## src/rtl/key_pulse_pkg.sv

```systemverilog
// key_pulse_pkg: shared types and default constants for the pushbutton
// conditioning block (key_pulse_gen / key_debounce_ch).
//   key_state_t         - per-channel debounce FSM state, 2-bit encoding
//   *_DEF               - default timing at 50 MHz (10 ms debounce,
//                         0.5 s first repeat, 0.1 s repeat period)
// The default CNT_W only covers the debounce count. Builds that enable
// KEY_REPEAT_EN with the default repeat timing must widen CNT_W to 25.
package key_pulse_pkg;

   typedef enum logic [1:0] {
      StIdle        = 2'd0,
      StPressWait   = 2'd1,
      StPressed     = 2'd2,
      StReleaseWait = 2'd3
   } key_state_t;

   localparam int unsigned DEBOUNCE_CYCLES_DEF = 500000;
   localparam int unsigned CNT_W_DEF           = 20;
   localparam int unsigned REPEAT_DELAY_DEF    = 25000000;
   localparam int unsigned REPEAT_RATE_DEF     = 5000000;

endpackage

```

## src/rtl/key_debounce_ch.sv

```systemverilog
// key_debounce_ch: one pushbutton channel. A 2-flop synchronizer feeds a
// 4-state debounce FSM that accepts a level change only after
// DEBOUNCE_CYCLES consecutive stable samples.
// Optional feature macro: KEY_REPEAT_EN (auto-repeat press pulses while held).
// Ports:
//   clk           - system clock
//   reset         - synchronous reset, active low
//   key_n         - raw pushbutton, active low, asynchronous to clk
//   key_level     - debounced level, 1 = pressed (registered)
//   press_pulse   - one-cycle pulse per accepted press / repeat (registered)
//   release_pulse - one-cycle pulse per accepted release (registered)
module key_debounce_ch
   import key_pulse_pkg::*;
#(
   parameter int unsigned DEBOUNCE_CYCLES = DEBOUNCE_CYCLES_DEF,
   parameter int unsigned CNT_W           = CNT_W_DEF,
   parameter int unsigned REPEAT_DELAY    = REPEAT_DELAY_DEF,
   parameter int unsigned REPEAT_RATE     = REPEAT_RATE_DEF
) (
   input  logic clk,
   input  logic reset,
   input  logic key_n,
   output logic key_level,
   output logic press_pulse,
   output logic release_pulse
);

   localparam logic [CNT_W-1:0] DbLast = CNT_W'(DEBOUNCE_CYCLES - 1);

   logic             sync1_q;
   logic             sync2_q;
   logic             key_s;
   key_state_t       state_q;
   logic [CNT_W-1:0] cnt_q;
   logic             level_q;
   logic             press_q;
   logic             release_q;

   // Synchronized key, inverted so that 1 means pressed.
   assign key_s = ~sync2_q;

`ifdef KEY_REPEAT_EN
   localparam logic [CNT_W-1:0] RepDelayLast = CNT_W'(REPEAT_DELAY - 1);
   localparam logic [CNT_W-1:0] RepRateLast  = CNT_W'(REPEAT_RATE - 1);

   logic [CNT_W-1:0] rep_cnt_q;
   logic             rep_first_q;
   logic [CNT_W-1:0] rep_limit;

   // First repeat waits the long delay, later ones the short period.
   assign rep_limit = rep_first_q ? RepDelayLast : RepRateLast;
`else
   logic unused_repeat_cfg;
   assign unused_repeat_cfg = ^{REPEAT_DELAY, REPEAT_RATE};
`endif

   always_ff @(posedge clk) begin
      if (!reset) begin
         sync1_q     <= 1'b1;
         sync2_q     <= 1'b1;
         state_q     <= StIdle;
         cnt_q       <= '0;
         level_q     <= 1'b0;
         press_q     <= 1'b0;
         release_q   <= 1'b0;
`ifdef KEY_REPEAT_EN
         rep_cnt_q   <= '0;
         rep_first_q <= 1'b1;
`endif
      end else begin
         sync1_q   <= key_n;
         sync2_q   <= sync1_q;
         press_q   <= 1'b0;
         release_q <= 1'b0;
         unique case (state_q)
            StIdle: begin
               if (key_s) begin
                  state_q <= StPressWait;
                  cnt_q   <= CNT_W'(1);
               end
            end
            StPressWait: begin
               if (!key_s) begin
                  state_q <= StIdle;
                  cnt_q   <= '0;
               end else if (cnt_q == DbLast) begin
                  state_q <= StPressed;
                  cnt_q   <= '0;
                  level_q <= 1'b1;
                  press_q <= 1'b1;
               end else begin
                  cnt_q <= cnt_q + 1'b1;
               end
            end
            StPressed: begin
               if (!key_s) begin
                  state_q <= StReleaseWait;
                  cnt_q   <= CNT_W'(1);
               end
`ifdef KEY_REPEAT_EN
               else if (rep_cnt_q == rep_limit) begin
                  press_q     <= 1'b1;
                  rep_cnt_q   <= '0;
                  rep_first_q <= 1'b0;
               end else begin
                  rep_cnt_q <= rep_cnt_q + 1'b1;
               end
`endif
            end
            StReleaseWait: begin
               // Repeat counter stays frozen here; a bounce back resumes it.
               if (key_s) begin
                  state_q <= StPressed;
                  cnt_q   <= '0;
               end else if (cnt_q == DbLast) begin
                  state_q     <= StIdle;
                  cnt_q       <= '0;
                  level_q     <= 1'b0;
                  release_q   <= 1'b1;
`ifdef KEY_REPEAT_EN
                  rep_cnt_q   <= '0;
                  rep_first_q <= 1'b1;
`endif
               end else begin
                  cnt_q <= cnt_q + 1'b1;
               end
            end
         endcase
      end
   end

   assign key_level     = level_q;
   assign press_pulse   = press_q;
   assign release_pulse = release_q;

endmodule

```

## src/rtl/key_pulse_gen.sv

```systemverilog
// key_pulse_gen: conditions NUM_KEYS raw active-low pushbuttons into
// debounced levels plus single-cycle press/release pulses, one independent
// key_debounce_ch per key. All outputs are registered in the clk domain.
// Optional feature macro: KEY_REPEAT_EN (auto-repeat press pulses while held).
// Ports:
//   clk           - system clock
//   reset         - synchronous reset, active low
//   key_n         - raw pushbuttons [NUM_KEYS], active low, asynchronous
//   key_level     - debounced levels [NUM_KEYS], 1 = pressed
//   press_pulse   - one-cycle press (and repeat) pulses [NUM_KEYS]
//   release_pulse - one-cycle release pulses [NUM_KEYS]
module key_pulse_gen
   import key_pulse_pkg::*;
#(
   parameter int unsigned NUM_KEYS        = 4,
   parameter int unsigned DEBOUNCE_CYCLES = DEBOUNCE_CYCLES_DEF,
   parameter int unsigned CNT_W           = CNT_W_DEF,
   parameter int unsigned REPEAT_DELAY    = REPEAT_DELAY_DEF,
   parameter int unsigned REPEAT_RATE     = REPEAT_RATE_DEF
) (
   input  logic                clk,
   input  logic                reset,
   input  logic [NUM_KEYS-1:0] key_n,
   output logic [NUM_KEYS-1:0] key_level,
   output logic [NUM_KEYS-1:0] press_pulse,
   output logic [NUM_KEYS-1:0] release_pulse
);

   for (genvar i = 0; i < NUM_KEYS; i++) begin : g_ch
      key_debounce_ch #(
         .DEBOUNCE_CYCLES (DEBOUNCE_CYCLES),
         .CNT_W           (CNT_W),
         .REPEAT_DELAY    (REPEAT_DELAY),
         .REPEAT_RATE     (REPEAT_RATE)
      ) u_ch (
         .clk           (clk),
         .reset         (reset),
         .key_n         (key_n[i]),
         .key_level     (key_level[i]),
         .press_pulse   (press_pulse[i]),
         .release_pulse (release_pulse[i])
      );
   end

endmodule

```

## config.mk

```make
export PLATFORM = sky130hd
export DESIGN_NAME = key_pulse_gen
export DESIGN_NICKNAME = d
export VERILOG_FILES = /design/src/rtl/key_pulse_pkg.sv /design/src/rtl/key_debounce_ch.sv /design/src/rtl/key_pulse_gen.sv
export SDC_FILE = /design/constraint.sdc
export NUM_CORES = 1
export LEC_CHECK = 0
export ABC_AREA = 0
export BUFFER_PORTS_ARGS = -buffer_cell sky130_fd_sc_hd__buf_4
export CAP_MARGIN = 20
export CORE_ASPECT_RATIO = 0.75
export CORE_MARGIN = 4
export CORE_UTILIZATION = 55
export CTS_CLUSTER_SIZE = 16
export DETAILED_ROUTE_END_ITERATION = 16
export GPL_ROUTABILITY_DRIVEN = 0
export PLACE_DENSITY = 0.72
export SYNTH_ARGS = -nofsm -noshare
export SYNTH_HDL_FRONTEND = slang
export SYNTH_SLANG_ARGS = --single-unit
```

## constraint.sdc

```tcl
create_clock -name clk -period 2.9 [get_ports clk]
set_input_delay 0.58 -clock clk [delete_from_list [all_inputs] [get_ports clk]]
set_output_delay 0.58 -clock clk [all_outputs]
set_load 0.02 [all_outputs]
```

==> flow_summary.ini <==
[synth]
synth_ff_type = dfxtp_1
synth.distinct_cells = 59
ys_ff_latch = 108
synth-async-reset-ratio_pct = 0
synth_edf_count = 0
netlist_top_cells_count = dfxtp_1 (108), nand2_1 (62), a21oi_1 (53), nand3_1 (45), a31oi_1 (39)
synth_nets = 663
synth_area_leaders = dfxtp_1 (40%), a21oi_1 (4.9%), a31oi_1 (4.5%)
avgSynthCellArea_um2 = 8.23
ys_seq_area_share_pct = 40.2
synth.most_common_cell = dfxtp_1
synth_area_mm2 = 0.00537
yosys_warnings = 0
synth_top_area_share_pct = 40.2
synth_cells = 653
yosysTopAreaCell = dfxtp_1

[power]
p_int_uw = 2300
switching_share_pct = 21.0
clock_power_share_pct = 44.2
ir_drop_v = 0.000407
p_leak_uw = 0.00209
power_frac_seq_pct = 52.0
p_comb_share_pct = 3.8
power.density_mw_per_mm2 = 504
p_sw_uw = 612

[placed_design]
hpwl_um = 7990
io_buffer_count = 17
pre_cts_slack_ns = 0.542
dpl-instance-area_mm2 = 0.00547

[finish]
final_area_mm2 = 0.00579
area_growth_pct = 7.75
final_nets = 654
n_antenna_cell = 0
drive_gt1_share_pct = 8.63

[die]
core_mm2 = 0.00927
die_h_um = 93.6
start_util_pct = 57.9
fp.dieW_um = 122
num_io_pins = 18
rows = 30
dieArea_mm2 = 0.0114

[clocking]
cts_made_buffers = 9
clkTransAtPathRegs_ns = 0.07
ctsHoldBuffers = 0
clk_latency_ns = 0.34
ctsResizeCount = 0
cts_buffer_depth = 2
cts_setup_buffers = 0
tritoncts = built
cts_root_buffer = clkbuf_16
htree_levels = 3
clkSinkCount = 108

[setup_path]
ff2ff_path_depth = 5
cp.arrival_ns = 2.64
worstSetupStartpointType = register
r2r_start = g_ch[0].u_ch.cnt_q[5]
r2r_end = g_ch[0].u_ch.cnt_q[18]
ff2ff_setup_slack_ns = 0.50
cp.required_ns = 3.14
cp-end-kind = register
worstPathMaxFanout = 23
crit_type = register to register

[sta]
rsz0062_at_grt = no
finalCriticalPeriod_ns = 2.40
fmax_mhz = 417
setup_viol = 0
tightest_slew_ns = 0.738
slew_violations = 0
final_hold_viol_count = 0
worst_slack_ns = 0.503
fin_setup_tns_ns = 0
fin_crit_sh_pct = 82.7
fin_skew_ns = 0.00627
slew_headroom_pct = 50.3

[route]
dr_total_vias = 4761
drc = 0
final_antenna_net_count = 0
via_per_inst = 6.13
drtIter0Drc = 367
drt_wl_total_um = 11400
drtPass1Iterations = 5
wire_per_inst_um = 14.7

[min_path]
min_from = g_ch[1].u_ch.sync1_q
holdPathEnd = g_ch[1].u_ch.sync2_q
hold_path_depth = 1
hold_path.class = register to register

[grt]
grt_start_max_net_pins = 33
grt_pass1_wl_um = 19500
antenna_found_initial = 0
overflow = 0
grtUsageTotal_pct = 20.7
grt_pass1_vias = 4171

[run]
maxCapViolCount = 0

[run_status]
run_status = finished clean
[through the flow]
step | power [uW] | cells | utilization [%] | hold slack [ns]
2_1_floorplan | 1620 | 653 | - | 0.386
3_3_place_gp | 1660 | 761 | 59.0 | 0.391
3_5_place_dp | 1660 | 761 | 59.0 | 0.391
4_1_cts | 2950 | 777 | 62.4 | 0.404
5_1_grt | 3020 | 777 | 62.4 | 0.409
6_report | 2920 | 777 | 62.4 | 0.406
[worst max-delay path, stage by stage (launching register included)]
cell	delay, ns
dfxtp_1	0.37
or4b_1	0.54
or4_1	0.47
o21a_1	0.47
a21o_1	0.27
a21o_1	0.16
[layout by cell type, fill, tap and decap left out, types with 5 or more instances in the layout]
master     netlist  final
o21ai_0         22     22
or3_1           15     15
and3_1          19     19
nor3_1          15     15
nand2_1         62     62
inv_1           14     14
nor2_1          35     35
and4_1           9      9
nand4_1         26     26
o21ai_1          5      5
xnor2_1         12     12
or2_2            5      5
and2_1           7      7
a21o_1           8      8
a41oi_1          5      5
nor4_1          10     10
clkbuf_16        0      9
a31oi_1         39     39
mux2i_1          9      9
dfxtp_1        108    108
nand3_1         45     45
buf_4           12     24
or4_1            7      7
a21oi_1         53     53
xor2_1           8      8
a22o_1           7      7
nand2b_1        18     18
[kinds of logic after synthesis]
family	Yosys count	share of synthesized area, %
flip-flops	108	40.2
adder cells (fa/ha/maj)	4	0.932
AND/OR/NAND/NOR	293	30.0
multiplexers	9	1.68
buffers and inverters	59	5.64
AO/OA/AOI/OAI	160	18.2
XOR/XNOR	20	3.26
[layer usage]
| metal | up-vias | routed length (um) | track usage (%) | part of all wire, % |
|---|---|---|---|---|
| met2 | 151 | 5070 | 31.0 | 44 |
| met1 | 2204 | 5520 | 29.2 | 48 |
| li1 | 2387 | - | - | - |
| met5 | - | 0 | 0 | 0 |
| met4 | 0 | 152 | 6.43 | 1.3 |
| met3 | 19 | 672 | 5.14 | 5.9 |
[state kept, by name, indices dropped and copies added, names as in the netlist, named ones only]
name,flops
g_ch.u_ch.cnt_q,80
g_ch.u_ch.press_pulse,4
g_ch.u_ch.release_pulse,4
g_ch.u_ch.sync2_q,4
g_ch.u_ch.key_level,4
g_ch.u_ch.state_q,4
g_ch.u_ch.sync1_q,4
[final cells by class]
cell class,count,area (um^2)
Fill cell,834,3480
Clock inverter,3,42.5
Multi-Input combinational cell,486,2910
Clock buffer,13,280
Inverter,15,56.3
Timing Repair Buffer,24,180
Sequential cell,108,2160
Tap cell,128,160
[worst max-delay path by stage]
| stage | startpoint | to | cells after the start |
|---|---|---|---|
| after global routing | g_ch[0].u_ch.cnt_q[5] | g_ch[0].u_ch.cnt_q[18] | 5 |
| after global placement | g_ch[0].u_ch.cnt_q[5] | g_ch[0].u_ch.cnt_q[18] | 5 |
| after CTS | g_ch[0].u_ch.cnt_q[5] | g_ch[0].u_ch.cnt_q[18] | 5 |
| after detailed placement | g_ch[0].u_ch.cnt_q[5] | g_ch[0].u_ch.cnt_q[18] | 5 |
| after floorplan | g_ch[0].u_ch.cnt_q[5] | g_ch[0].u_ch.cnt_q[6] | 6 |
| final | g_ch[0].u_ch.cnt_q[5] | g_ch[0].u_ch.cnt_q[18] | 5 |
[power groups by stage]
stage	sequential, uW	combinational (uW)	clock (uW)
2_1_floorplan	1540	82.0	0
3_3_place_gp	1550	108	0
3_5_place_dp	1550	110	0
4_1_cts	1510	111	1330
5_1_grt	1520	124	1380
6_report	1510	111	1290
Power figures use the tool's default switching activity.
